## config.mk

```make
export PLATFORM = sky130hd
export DESIGN_NAME = dm_arbiter
export DESIGN_NICKNAME = d
export VERILOG_FILES = /design/src/rtl/dm_arbiter.sv
export SDC_FILE = /design/constraint.sdc
export NUM_CORES = 1
export LEC_CHECK = 0
export CAP_MARGIN = 25
export CORE_ASPECT_RATIO = 0.6
export CORE_MARGIN = 2
export CORE_UTILIZATION = 28
export DETAILED_ROUTE_END_ITERATION = 10
export PLACE_DENSITY_LB_ADDON = 0.12
export SYNTH_ARGS = -nofsm -noshare
export SYNTH_HDL_FRONTEND = slang
export SYNTH_SLANG_ARGS = --single-unit
```

## constraint.sdc

```tcl
create_clock -name clk -period 1.9 [get_ports clk]
set_clock_uncertainty 0.15 [all_clocks]
set_input_delay 0.38 -clock clk [delete_from_list [all_inputs] [get_ports clk]]
set_output_delay 0.38 -clock clk [all_outputs]
set_load 0.05 [all_outputs]
```

## src/rtl/dm_arbiter.sv

```systemverilog
// dm_arbiter: two-port arbiter and sequencer in front of the single-ported 256 x 32 data memory.
// Optional feature macro: DM_ARB_ROUND_ROBIN_EN (round-robin tie-breaking instead of fixed port-0 priority).
module dm_arbiter #(
    parameter int unsigned READ_LAT = 1,
    parameter int unsigned ADDR_W   = 32
) (
    input  logic              clk,
    input  logic              rst,
    input  logic              m0_req,
    input  logic              m0_we,
    input  logic [ADDR_W-1:0] m0_addr,
    input  logic [31:0]       m0_wdata,
    output logic              m0_gnt,
    output logic              m0_rvalid,
    output logic [31:0]       m0_rdata,
    input  logic              m1_req,
    input  logic              m1_we,
    input  logic [ADDR_W-1:0] m1_addr,
    input  logic [31:0]       m1_wdata,
    output logic              m1_gnt,
    output logic              m1_rvalid,
    output logic [31:0]       m1_rdata,
    output logic [ADDR_W-1:0] dm_addr,
    output logic [31:0]       dm_w_data,
    output logic              dm_r_mem,
    output logic              dm_w_mem,
    input  logic [31:0]       dm_r_data,
    output logic              busy
);

    localparam int unsigned DATA_W = 32;
    localparam int unsigned CNT_W  = 2;
    localparam logic [CNT_W-1:0] CNT_LOAD = CNT_W'(READ_LAT - 1);

    typedef enum logic [1:0] {
        IDLE   = 2'd0,
        ACCESS = 2'd1,
        RWAIT  = 2'd2,
        RESP   = 2'd3
    } state_t;

    state_t              state_q, state_d;
    logic [CNT_W-1:0]    cnt_q, cnt_d;
    logic                port_q, port_d;
    logic                we_q, we_d;
    logic [ADDR_W-1:0]   dm_addr_q, dm_addr_d;
    logic [DATA_W-1:0]   dm_w_data_q, dm_w_data_d;
    logic                dm_r_mem_q, dm_r_mem_d;
    logic                dm_w_mem_q, dm_w_mem_d;
    logic                m0_gnt_q, m0_gnt_d;
    logic                m1_gnt_q, m1_gnt_d;
    logic                m0_rvalid_q, m0_rvalid_d;
    logic                m1_rvalid_q, m1_rvalid_d;
    logic [DATA_W-1:0]   m0_rdata_q, m0_rdata_d;
    logic [DATA_W-1:0]   m1_rdata_q, m1_rdata_d;
    logic                busy_q, busy_d;
    logic                win_c;

`ifdef DM_ARB_ROUND_ROBIN_EN
    logic last_q, last_d;

    // Ties go to the port not served last; the pointer tracks the port in ACCESS.
    always_comb begin
        win_c  = ~m0_req;
        if (m0_req && m1_req) begin
            win_c = ~last_q;
        end
        last_d = (state_q == ACCESS) ? port_q : last_q;
    end

    always_ff @(posedge clk) begin
        if (rst) begin
            last_q <= 1'b1;
        end else begin
            last_q <= last_d;
        end
    end
`else
    always_comb begin
        win_c = ~m0_req;
    end
`endif

    // Next-state and registered-output values; outputs are computed for the state being entered.
    always_comb begin
        state_d     = state_q;
        cnt_d       = cnt_q;
        port_d      = port_q;
        we_d        = we_q;
        dm_addr_d   = dm_addr_q;
        dm_w_data_d = dm_w_data_q;
        dm_r_mem_d  = 1'b0;
        dm_w_mem_d  = 1'b0;
        m0_gnt_d    = 1'b0;
        m1_gnt_d    = 1'b0;
        m0_rvalid_d = 1'b0;
        m1_rvalid_d = 1'b0;
        m0_rdata_d  = m0_rdata_q;
        m1_rdata_d  = m1_rdata_q;

        case (state_q)
            IDLE: begin
                if (m0_req || m1_req) begin
                    port_d      = win_c;
                    we_d        = win_c ? m1_we : m0_we;
                    dm_addr_d   = win_c ? m1_addr : m0_addr;
                    dm_w_data_d = win_c ? m1_wdata : m0_wdata;
                    dm_w_mem_d  = win_c ? m1_we : m0_we;
                    dm_r_mem_d  = win_c ? ~m1_we : ~m0_we;
                    m0_gnt_d    = ~win_c;
                    m1_gnt_d    = win_c;
                    state_d     = ACCESS;
                end
            end
            ACCESS: begin
                if (we_q) begin
                    state_d = IDLE;
                end else if (READ_LAT == 1) begin
                    state_d = RESP;
                end else begin
                    cnt_d   = CNT_LOAD;
                    state_d = RWAIT;
                end
            end
            RWAIT: begin
                cnt_d = cnt_q - 1'b1;
                if (cnt_q == CNT_W'(1)) begin
                    state_d = RESP;
                end
            end
            RESP: begin
                state_d = IDLE;
            end
            default: begin
                state_d = IDLE;
            end
        endcase

        if (state_d == RESP) begin
            if (port_q) begin
                m1_rvalid_d = 1'b1;
                m1_rdata_d  = dm_r_data;
            end else begin
                m0_rvalid_d = 1'b1;
                m0_rdata_d  = dm_r_data;
            end
        end

        busy_d = (state_d != IDLE);
    end

    always_ff @(posedge clk) begin
        if (rst) begin
            state_q     <= IDLE;
            cnt_q       <= '0;
            port_q      <= 1'b0;
            we_q        <= 1'b0;
            dm_addr_q   <= '0;
            dm_w_data_q <= '0;
            dm_r_mem_q  <= 1'b0;
            dm_w_mem_q  <= 1'b0;
            m0_gnt_q    <= 1'b0;
            m1_gnt_q    <= 1'b0;
            m0_rvalid_q <= 1'b0;
            m1_rvalid_q <= 1'b0;
            m0_rdata_q  <= '0;
            m1_rdata_q  <= '0;
            busy_q      <= 1'b0;
        end else begin
            state_q     <= state_d;
            cnt_q       <= cnt_d;
            port_q      <= port_d;
            we_q        <= we_d;
            dm_addr_q   <= dm_addr_d;
            dm_w_data_q <= dm_w_data_d;
            dm_r_mem_q  <= dm_r_mem_d;
            dm_w_mem_q  <= dm_w_mem_d;
            m0_gnt_q    <= m0_gnt_d;
            m1_gnt_q    <= m1_gnt_d;
            m0_rvalid_q <= m0_rvalid_d;
            m1_rvalid_q <= m1_rvalid_d;
            m0_rdata_q  <= m0_rdata_d;
            m1_rdata_q  <= m1_rdata_d;
            busy_q      <= busy_d;
        end
    end

    assign m0_gnt    = m0_gnt_q;
    assign m1_gnt    = m1_gnt_q;
    assign m0_rvalid = m0_rvalid_q;
    assign m1_rvalid = m1_rvalid_q;
    assign m0_rdata  = m0_rdata_q;
    assign m1_rdata  = m1_rdata_q;
    assign dm_addr   = dm_addr_q;
    assign dm_w_data = dm_w_data_q;
    assign dm_r_mem  = dm_r_mem_q;
    assign dm_w_mem  = dm_w_mem_q;
    assign busy      = busy_q;

endmodule

```

==> qor.txt, run 1 <==
status -> completed
largest net degree at the start of global routing -> 68
Vias/cell -> 4.59
Yosys reg bits -> 141
gate count of the mapped netlist -> 581
maximum single-stage delay on the critical path -> 0.49 ns
final core occ -> 45.9%
Resize count post-CTS -> 0
GRT Resource Usage Total -> 16.2%
row cnt -> 41
CTS tree -> built
CTS Hold Buffers Added -> 0
layout net count -> 1,028
slowest cell on the critical path -> or3b_1
register area share after synthesis -> 47.2%
CP startpoint kind -> flip-flop
chip width -> 193 µm
RR Endpoint -> m0_rdata[21]
Worst Hold End -> m0_rvalid
top-area cell type share of the netlist area -> 47.2%
DRT Pass-1 Iters -> 4
syn_nets -> 748
Worst EP required -> 2.08 ns
YS warnings -> 0
Hold Path Stages -> 2
Lkg Pwr -> 4.15 nW
Worst Hold Launch -> rst
fmax -> 0.574 GHz
Post-Syn Area per Cell -> 10.3 µm²
R2R depth -> 4
actual slew at the worst max-slew pin -> 0.491 ns
Post-Layout Cell Count -> 1,153
share of cells above drive strength 1 -> 21.9%
post-synth top area cell -> dfxtp_1
dpl ws -> -0.180 ns
worst vdd ir -> 578 µV
pwr/cell area -> 1110 nW/µm²
# DRC -> 0
GP Congestion -> 0.765
CTS Sinks -> 141
CP Class -> reg2reg
Initial Utilization -> 28.5%
R2R setup slack -> 0.16 ns
worst rel slew slack -> 67.3%
Crit path max-delay family -> simple AND/OR/NAND/NOR gates
ANT cells -> 0
cts bufs inserted -> 17
dominant cells by area after synthesis -> dfxtp_1, mux2i_1, nand2b_1, a211oi_1, a21oi_1
grt total ovfl -> 0
Max Slew Vio Count -> 0
Yosys cell types -> 26
via count -> 5,293
Tmin final -> 1.74 ns
DRT Wirelength -> 18,500 µm
crit end category -> flip-flop
hold crit path type -> in2reg
Die Footprint -> 22,600 µm²
CTS root buf -> clkbuf_16
CTS Buffer Depth -> 2
DR WL/cell -> 16.1 µm
crit-path cells -> or3b_1, a21oi_4, buf_12, mux2i_1
final hold violation count -> 0
number of I/O pins -> 301
Synth Cell Area -> 5980 µm²
Design Power -> 10.7 mW
setup ws final -> 0.159 ns
chip height -> 117 µm
initial antenna violation count -> 0
critical-path maximum fanout -> 19
Max-Cap Viols -> 0
number of port buffers -> 300
H-tree levels -> 4
clock-pin slew on the worst setup and hold paths -> 0.06 ns
Area growth, synth to finish -> 60.8%
number of nets with antenna violations after routing -> 0
WP data arrival -> 1.92 ns
Post-CTS Setup Bufs -> 0
global-route wire length before repair -> 28,500 µm
RSZ-0062 raised after global routing -> false
CP Depth -> 4
dpl hpwl -> 13,800 µm
vias in the first global route -> 5,447
clk_lat worst skew -> 0.41 ns
r2r startpoint -> we_q
sum of buffers and inverters on the critical path -> 1
total core area -> 21,000 µm²
dpl cells -> 1,121
Final setup viols -> 0
fin crit share -> 91.6%
initial DRC count -> 254
## synthesized netlist by cell type
cell / number
xnor2_1: 1
buf_2: 15
buf_4: 3
nor2b_1: 1
nor3_1: 2
and2b_1: 1
a211oi_1: 66
a31oi_1: 2
ha_1: 1
mux2i_1: 129
buf_6: 4
dfxtp_1: 141
or2_1: 1
nand2_1: 3
a21oi_1: 68
and2_1: 1
buf_1: 1
inv_1: 1
nor2_1: 3
nand2b_1: 97
clkbuf_1: 34
nand3b_1: 1
nor3b_1: 2
a21bo_1: 1
a21oi_4: 1
or3b_1: 1
## final cells by class
cell class	count	area, µm²
Multi-Input combinational cell	382	2890
Timing Repair Buffer	318	2910
Tap cell	279	349
Sequential cell	141	2820
Inverter	1	3.75
Clock inverter	10	160
Clock buffer	22	484
Fill cell	1961	11400
## through the flow
stage / instance area, µm² / setup TNS (ns) / hold WS, ns
2_1_floorplan: 5980 / 0 / 0.286
3_3_place_gp: 8980 / -3.76 / 0.297
3_5_place_dp: 8980 / -5.79 / 0.298
4_1_cts: 9620 / 0 / 0.156
5_1_grt: 9620 / 0 / 0.190
6_report: 9620 / 0 / 0.192
## layout by cell type (no fill, tap or decap), types with 2 or more instances in the layout
cell type,count
a211oi_1,66
nor3_1,2
a21oi_1,68
clkinv_4,2
buf_4,146
clkdlybuf4s50_1,163
mux2i_1,129
clkbuf_16,17
nor3b_1,2
nor2_1,2
clkinv_2,3
nand2_1,3
nand2b_1,97
clkbuf_8,4
dfxtp_1,141
buf_12,9
a31oi_1,2
bufinv_16,4
## flip-flops by register name (all words and copies together), names as in the netlist, 2 cells and up
name	flops
m0_rdata	32
m1_rdata	32
dm_addr	32
state_q	2
dm_w_data	32
cnt_q	2
## power by group
| part | internal [mW] | total, mW | switching, mW |
|---|---|---|---|
| sequential | 3.34 | 3.56 | 0.215 |
| clock | 2.34 | 3.58 | 1.25 |
| combinational | 1.32 | 3.55 | 2.22 |
## worst reg2reg max path, cell delays in order, from the launching register on
cell and delay (ns):
dfxtp_1 0.30, or3b_1 0.49, a21oi_4 0.26, buf_12 0.22
mux2i_1 0.23
## cell families (layout without fill, tap and decap cells)
family	count (synthesis)	count (layout)	synth area share, %
adders and majority gates	1	1	0.209
AOI/OAI and AO/OA	138	138	14.6
xor gates and xnor gates	1	1	0.146
DFF	141	141	47.2
muxes	129	129	21.6
and+or+nand+nor	113	113	11.6
buffers and inverters	58	351	4.64
## how the worst max path moves through the flow
stage | to | from
floorplan | dm_addr[19] | m0_req
global placement | port_q | m1_req
detailed placement | dm_addr[28] | m1_req
CTS | m0_rdata[21] | we_q
global route | m0_rdata[21] | state_q[0]
finish | m0_rdata[21] | we_q
## layer usage
metal  part of all wire, %  track usage, %
met1                    44            19.4
met5                     0               0
met3                   7.6            5.90
met4                   1.2            5.55
met2                    47            27.1
No activity file was read; power rests on OpenSTA's default activity.
==> run 2: changes to the inputs <==
--- a/config.mk
+++ b/config.mk
@@ -6,6 +6,8 @@
 export NUM_CORES = 1
 export LEC_CHECK = 0
 export CAP_MARGIN = 25
+export CELL_PAD_IN_SITES_DETAIL_PLACEMENT = 0
+export CELL_PAD_IN_SITES_GLOBAL_PLACEMENT = 1
 export CORE_ASPECT_RATIO = 0.6
 export CORE_MARGIN = 2
 export CORE_UTILIZATION = 28
==> run 2 against run 1 <==
Wire length down 0.49%. Hold slack better by 0.082 ns. Combinational power barely moved. Clock power fell by 13%. Design area shrank 1.3%. First-iteration DRC count fell by 29%.
==> qor.txt, run 2 (synthesis results as in run 1) <==
global-route wire length before repair -> 28,000 µm
number of port buffers -> 300
commonest non-fill, non-tap cells in the layout -> clkdlybuf4s50_1, buf_4, dfxtp_1, mux2i_1, nand2b_1
CP startpoint -> we_q
Lkg Pwr -> 4.08 nW
CTS Hold Buffers Added -> 0
sequential power share -> 34.9%
CP Class -> reg2reg
share of cells above drive strength 1 -> 20.9%
Tmin final -> 1.73 ns
critical-path maximum fanout -> 20
ANT cells -> 0
Psw -> 3.65 mW
Resize count post-CTS -> 0
worst vdd ir -> 665 µV
initial DRC count -> 180
GP Congestion -> 0.755
number of nets with antenna violations after routing -> 0
Die Footprint -> 22,600 µm²
setup ws final -> 0.174 ns
P_int -> 6.56 mW
# DRC -> 0
crit end category -> flip-flop
final hold violation count -> 0
most common cell after layout, fill and taps aside -> clkdlybuf4s50_1
DR WL/cell -> 16.1 µm
CP startpoint kind -> flip-flop
worst rel slew slack -> 68.9%
RSZ-0062 raised after global routing -> false
initial antenna violation count -> 0
dpl ws -> -0.113 ns
Max Slew Vio Count -> 0
GRT Resource Usage Total -> 16.1%
combinational share of power -> 34.6%
R2R setup slack -> 0.17 ns
Worst Hold Launch -> rst
Vias/cell -> 4.50
chip width -> 193 µm
clk_lat worst skew -> 0.41 ns
total core area -> 21,000 µm²
via count -> 5,174
number of I/O pins -> 301
CTS Buffer Depth -> 2
Post-CTS Setup Bufs -> 0
DRT Wirelength -> 18,500 µm
fillers -> 1,988
Switching Share -> 35.8%
Area growth, synth to finish -> 58.7%
DRT Pass-1 Iters -> 5
CTS root buf -> clkbuf_16
CTS Sinks -> 141
actual slew at the worst max-slew pin -> 0.466 ns
largest net degree at the start of global routing -> 97
chip height -> 117 µm
hold crit path type -> in2reg
Initial Utilization -> 28.5%
clock share of power -> 30.5%
Max-Cap Viols -> 0
layout net count -> 1,024
fin crit share -> 90.9%
pwr/cell area -> 1080 nW/µm²
row cnt -> 41
dpl hpwl -> 13,400 µm
H-tree levels -> 4
fmax -> 0.579 GHz
clock-pin slew on the worst setup and hold paths -> 0.06 ns
Worst EP required -> 2.09 ns
Final setup viols -> 0
CTS tree -> built
vias in the first global route -> 5,258
Design Power -> 10.2 mW
status -> completed
grt total ovfl -> 0
cts bufs inserted -> 17
r2r startpoint -> we_q
WP data arrival -> 1.92 ns
## run 2: area by class of cell
class	instances	area [µm²]	share of cell area (%)
sequential	141	2820	29.7
inverter	1	3.75	0.0395
clock inverter	6	60.1	0.632
tap	279	349	3.68
timing repair buffer	314	2880	30.3
multi-input combinational	382	2890	30.5
clock buffer	26	489	5.15
## run 2: worst paths after layout
check                       to  cells after the start
hold reg to reg       cnt_q[1]                      2
hold / removal       m1_rvalid                      3
setup reg to reg  m0_rdata[22]                      4
setup / recovery  m0_rdata[22]                      4
## run 2: power by group through the flow
stage | Sequential, mW | Clock [mW] | Combinational (mW)
after CTS | 3.56 | 3.22 | 3.57
final | 3.56 | 3.12 | 3.53
after floorplan | 4.83 | 0 | 1.02
after global placement | 3.61 | 0 | 3.53
after global routing | 3.60 | 3.36 | 3.75
after detailed placement | 3.62 | 0 | 3.57
## run 2: metal layers
metal  wire length [µm]  part of all wire [%]  vias to the layer above  global-route usage (%)
li1                   -                     -                     2614                       -
met1               7850                    43                     2379                    19.4
met2               8480                    46                      167                    25.7
met3               1890                    10                       14                    7.07
met4                238                   1.3                        0                    5.50
met5                  0                     0                        -                       0
## run 2: stage by stage
| stage | util (%) | cells | TNS [ns] | hold slack (ns) | instance area [µm²] |
|---|---|---|---|---|---|
| 6_report | 45.3 | 1149 | 0 | 0.275 | 9500 |
| 5_1_grt | 45.3 | 1149 | 0 | 0.289 | 9500 |
| 4_1_cts | 45.3 | 1149 | 0 | 0.273 | 9500 |
| 3_5_place_dp | 42.6 | 1117 | -4.69 | 0.298 | 8950 |
| 3_3_place_gp | 42.6 | 1117 | -3.39 | 0.296 | 8950 |
| 2_1_floorplan | - | 581 | 0 | 0.286 | 5980 |
## run 2: critical path, cell delays in order (launching register included)
cell and delay [ns]:
dfxtp_1 0.31, or3b_1 0.48, a21oi_4 0.26, buf_12 0.23, mux2i_1 0.21
==> run 3: changes to the inputs <==
--- a/config.mk
+++ b/config.mk
@@ -11,7 +11,9 @@
 export CORE_ASPECT_RATIO = 0.6
 export CORE_MARGIN = 2
 export CORE_UTILIZATION = 28
+export CTS_BUF_LIST = sky130_fd_sc_hd__clkbuf_8
 export DETAILED_ROUTE_END_ITERATION = 10
+export DONT_BUFFER_PORTS = 1
 export PLACE_DENSITY_LB_ADDON = 0.12
 export SYNTH_ARGS = -nofsm -noshare
 export SYNTH_HDL_FRONTEND = slang
==> run 3 against run 2 <==
The flow now stops in clock tree synthesis. Synthesized cell count unchanged. Synthesized area unchanged.
==> qor.txt, run 3 <==
top-count cell post-synth -> dfxtp_1
top-area cell type share of the netlist area -> 47.2%
Synth Cell Area -> 5980 µm²
Resize count post-CTS -> 0
Post-CTS Setup Bufs -> 0
chip width -> 193 µm
Post-Syn Area per Cell -> 10.3 µm²
status -> did not finish
GP Congestion -> 0.769
number of port buffers -> 0
Err -> [ERROR RSZ-0060] Max buffer count reached.
CTS Buffer Depth -> 2
row cnt -> 41
YS warnings -> 0
Initial Utilization -> 28.5%
register area share after synthesis -> 47.2%
main flop type after synthesis -> dfxtp_1
dominant cells by area after synthesis -> dfxtp_1, mux2i_1, nand2b_1, a211oi_1, a21oi_1
Post-synth top cells -> dfxtp_1, mux2i_1, nand2b_1
cts bufs inserted -> 17
Yosys cell types -> 26
syn_nets -> 748
CTS root buf -> clkbuf_8
CTS Sinks -> 141
chip height -> 117 µm
post-synth top area cell -> dfxtp_1
dpl hpwl -> 10,500 µm
gate count of the mapped netlist -> 581
EDFF count, synth -> 0
H-tree levels -> 4
Stopped at -> clock tree synthesis
Yosys reg bits -> 141
Post-DP Area -> 6190 µm²
number of I/O pins -> 301
Synth async-reset ratio -> 0%
CTS Hold Buffers Added -> 169
run 3: kinds of logic after synthesis:
logic type / after synthesis / synth area share [%]
flops: 141 / 47.2
mux: 129 / 21.6
compound gates: 138 / 14.6
buf+inv: 58 / 4.64
simple gates: 113 / 11.6
xor+xnor: 1 / 0.146
fa+ha+maj: 1 / 0.209
run 3: through the flow:
stage | worst slack, ns | std cells | hold slack [ns]
3_5_place_dp | 0.162 | 811 | 0.299
3_3_place_gp | 0.227 | 811 | 0.289
2_1_floorplan | 0.184 | 581 | 0.286
==> run 4: changes to the inputs <==
==> config.mk (replaced) <==
export PLATFORM = sky130hd
export DESIGN_NAME = dm_arbiter
export DESIGN_NICKNAME = d
export VERILOG_FILES = /design/src/rtl/dm_arbiter.sv
export SDC_FILE = /design/constraint.sdc
export NUM_CORES = 1
export LEC_CHECK = 0
export CAP_MARGIN = 25
export CORE_MARGIN = 2
export CORE_UTILIZATION = 20
export DETAILED_ROUTE_END_ITERATION = 10
export DONT_BUFFER_PORTS = 1
export PLACE_DENSITY_LB_ADDON = 0.15
export SYNTH_ARGS = -nofsm -noshare
export SYNTH_HDL_FRONTEND = slang
export SYNTH_SLANG_ARGS = --single-unit
==> run 4 against run 3 <==
The flow now finishes, with violations (hold timing).
==> qor.txt, run 4 (synthesis results as in run 1) <==
status -> finished, violations left
post-route cell area -> 7800 µm²
number of nets with antenna violations after routing -> 0
vias in the first global route -> 4,849
grt total ovfl -> 0
commonest non-fill, non-tap cells in the layout -> dfxtp_1, mux2i_1, nand2b_1, dlygate4sd3_1, a21oi_1
actual slew at the worst max-slew pin -> 0.631 ns
Lkg Pwr -> 2.94 nW
CP startpoint kind -> flip-flop
via count -> 4,576
fmax -> 0.567 GHz
RSZ-0062 raised after global routing -> false
share of cells above drive strength 1 -> 7.54%
Post-DP Area -> 6360 µm²
initial DRC count -> 139
critical-path maximum fanout -> 33
CTS root buf -> clkbuf_16
fin crit share -> 92.8%
largest net degree at the start of global routing -> 174
dpl hpwl -> 11,500 µm
WP data arrival -> 1.95 ns
Vias/cell -> 4.40
initial antenna violation count -> 1
ANT cells -> 0
CP Class -> reg2reg
CP startpoint -> we_q
fillers -> 3,136
Max-Cap Viols -> 0
hold_ws -> -0.0780 ns
total core area -> 29,600 µm²
number of port buffers -> 0
global-route wire length before repair -> 26,800 µm
Max Slew Vio Count -> 0
DRT Pass-1 Iters -> 4
Final setup viols -> 0
worst vdd ir -> 511 µV
GP Congestion -> 0.707
setup ws final -> 0.137 ns
hold crit path type -> in2reg
chip width -> 177 µm
crit end category -> flip-flop
R2R depth -> 4
Initial Utilization -> 20.2%
Tmin final -> 1.76 ns
# DRC -> 0
clk_lat worst skew -> 0.42 ns
R2R setup slack -> 0.14 ns
final core occ -> 26.4%
cts bufs inserted -> 17
final hold violation count -> 30
DR WL/cell -> 17.2 µm
Critical Path End -> m0_rdata[22]
Post-CTS Setup Bufs -> 0
CTS tree -> built
dpl ws -> 0.162 ns
DRT Wirelength -> 17,900 µm
Resize count post-CTS -> 0
clock-pin slew on the worst setup and hold paths -> 0.07 ns
Worst EP required -> 2.09 ns
RR Endpoint -> m0_rdata[22]
Area growth, synth to finish -> 30.4%
pwr/cell area -> 1260 nW/µm²
layout net count -> 804
row cnt -> 63
GRT Resource Usage Total -> 11.1%
Die Footprint -> 31,300 µm²
worst rel slew slack -> 57.9%
most common cell after layout, fill and taps aside -> dfxtp_1
number of I/O pins -> 301
CTS Buffer Depth -> 2
H-tree levels -> 4
total negative slack -> 0 ns
r2r startpoint -> we_q
Design Power -> 9.81 mW
chip height -> 177 µm
CTS Sinks -> 141
failing checks -> hold timing
==> run 4: final cells by class <==
type / count / area [µm²] / area share (%)
Clock buffer: 18 / 439 / 5.63
Clock inverter: 14 / 181 / 2.33
Inverter: 1 / 3.75 / 0.0481
Multi-Input combinational cell: 382 / 2890 / 37.1
Sequential cell: 141 / 2820 / 36.2
Tap cell: 390 / 488 / 6.26
Timing Repair Buffer: 94 / 973 / 12.5
==> run 4: metrics by stage <==
step	hold slack, ns	instances
after CTS	-0.144	1038
after global routing	-0.158	1040
after detailed placement	0.308	926
after floorplan	0.286	581
after global placement	0.292	926
final	-0.0780	1040
==> run 4: power by group <==
part	switching (mW)	internal [mW]
combinational	0.704	0.674
sequential	1.51	3.34
clock	1.45	2.13
==> run 4: metal layers <==
metal | GRT usage (%) | part of all wire [%] | up-vias
met5 | 0 | 0 | -
met4 | 3.41 | 0.96 | 0
met3 | 4.92 | 10 | 7
met2 | 19.0 | 48 | 211
met1 | 12.4 | 40 | 2176
li1 | - | - | 2182
==> run 4: worst min path at each step <==
| stage | start | end | slack [ns] | cells after the start |
|---|---|---|---|---|
| final | rst | m0_rvalid | -0.08 | 1 |
| after global routing | rst | m0_rvalid | -0.16 | 1 |
| after CTS | rst | m0_rvalid | -0.14 | 1 |
| after detailed placement | cnt_q[1] | cnt_q[1] | 0.31 | 2 |
| after global placement | cnt_q[1] | cnt_q[1] | 0.29 | 2 |
| after floorplan | cnt_q[1] | cnt_q[1] | 0.29 | 2 |
==> run 4: timing repair <==
action / in CTS / in global routing
hold endpoints to repair: 131 / 76
endpoints found under the setup margin: 0 / 0
hold buffers: 80 / 2
==> run 4: critical path: stages, from the launching register on <==
cell	delay (ns)
dfxtp_1	0.32
or3b_1	0.49
a21oi_4	0.21
buf_12	0.27
mux2i_1	0.22
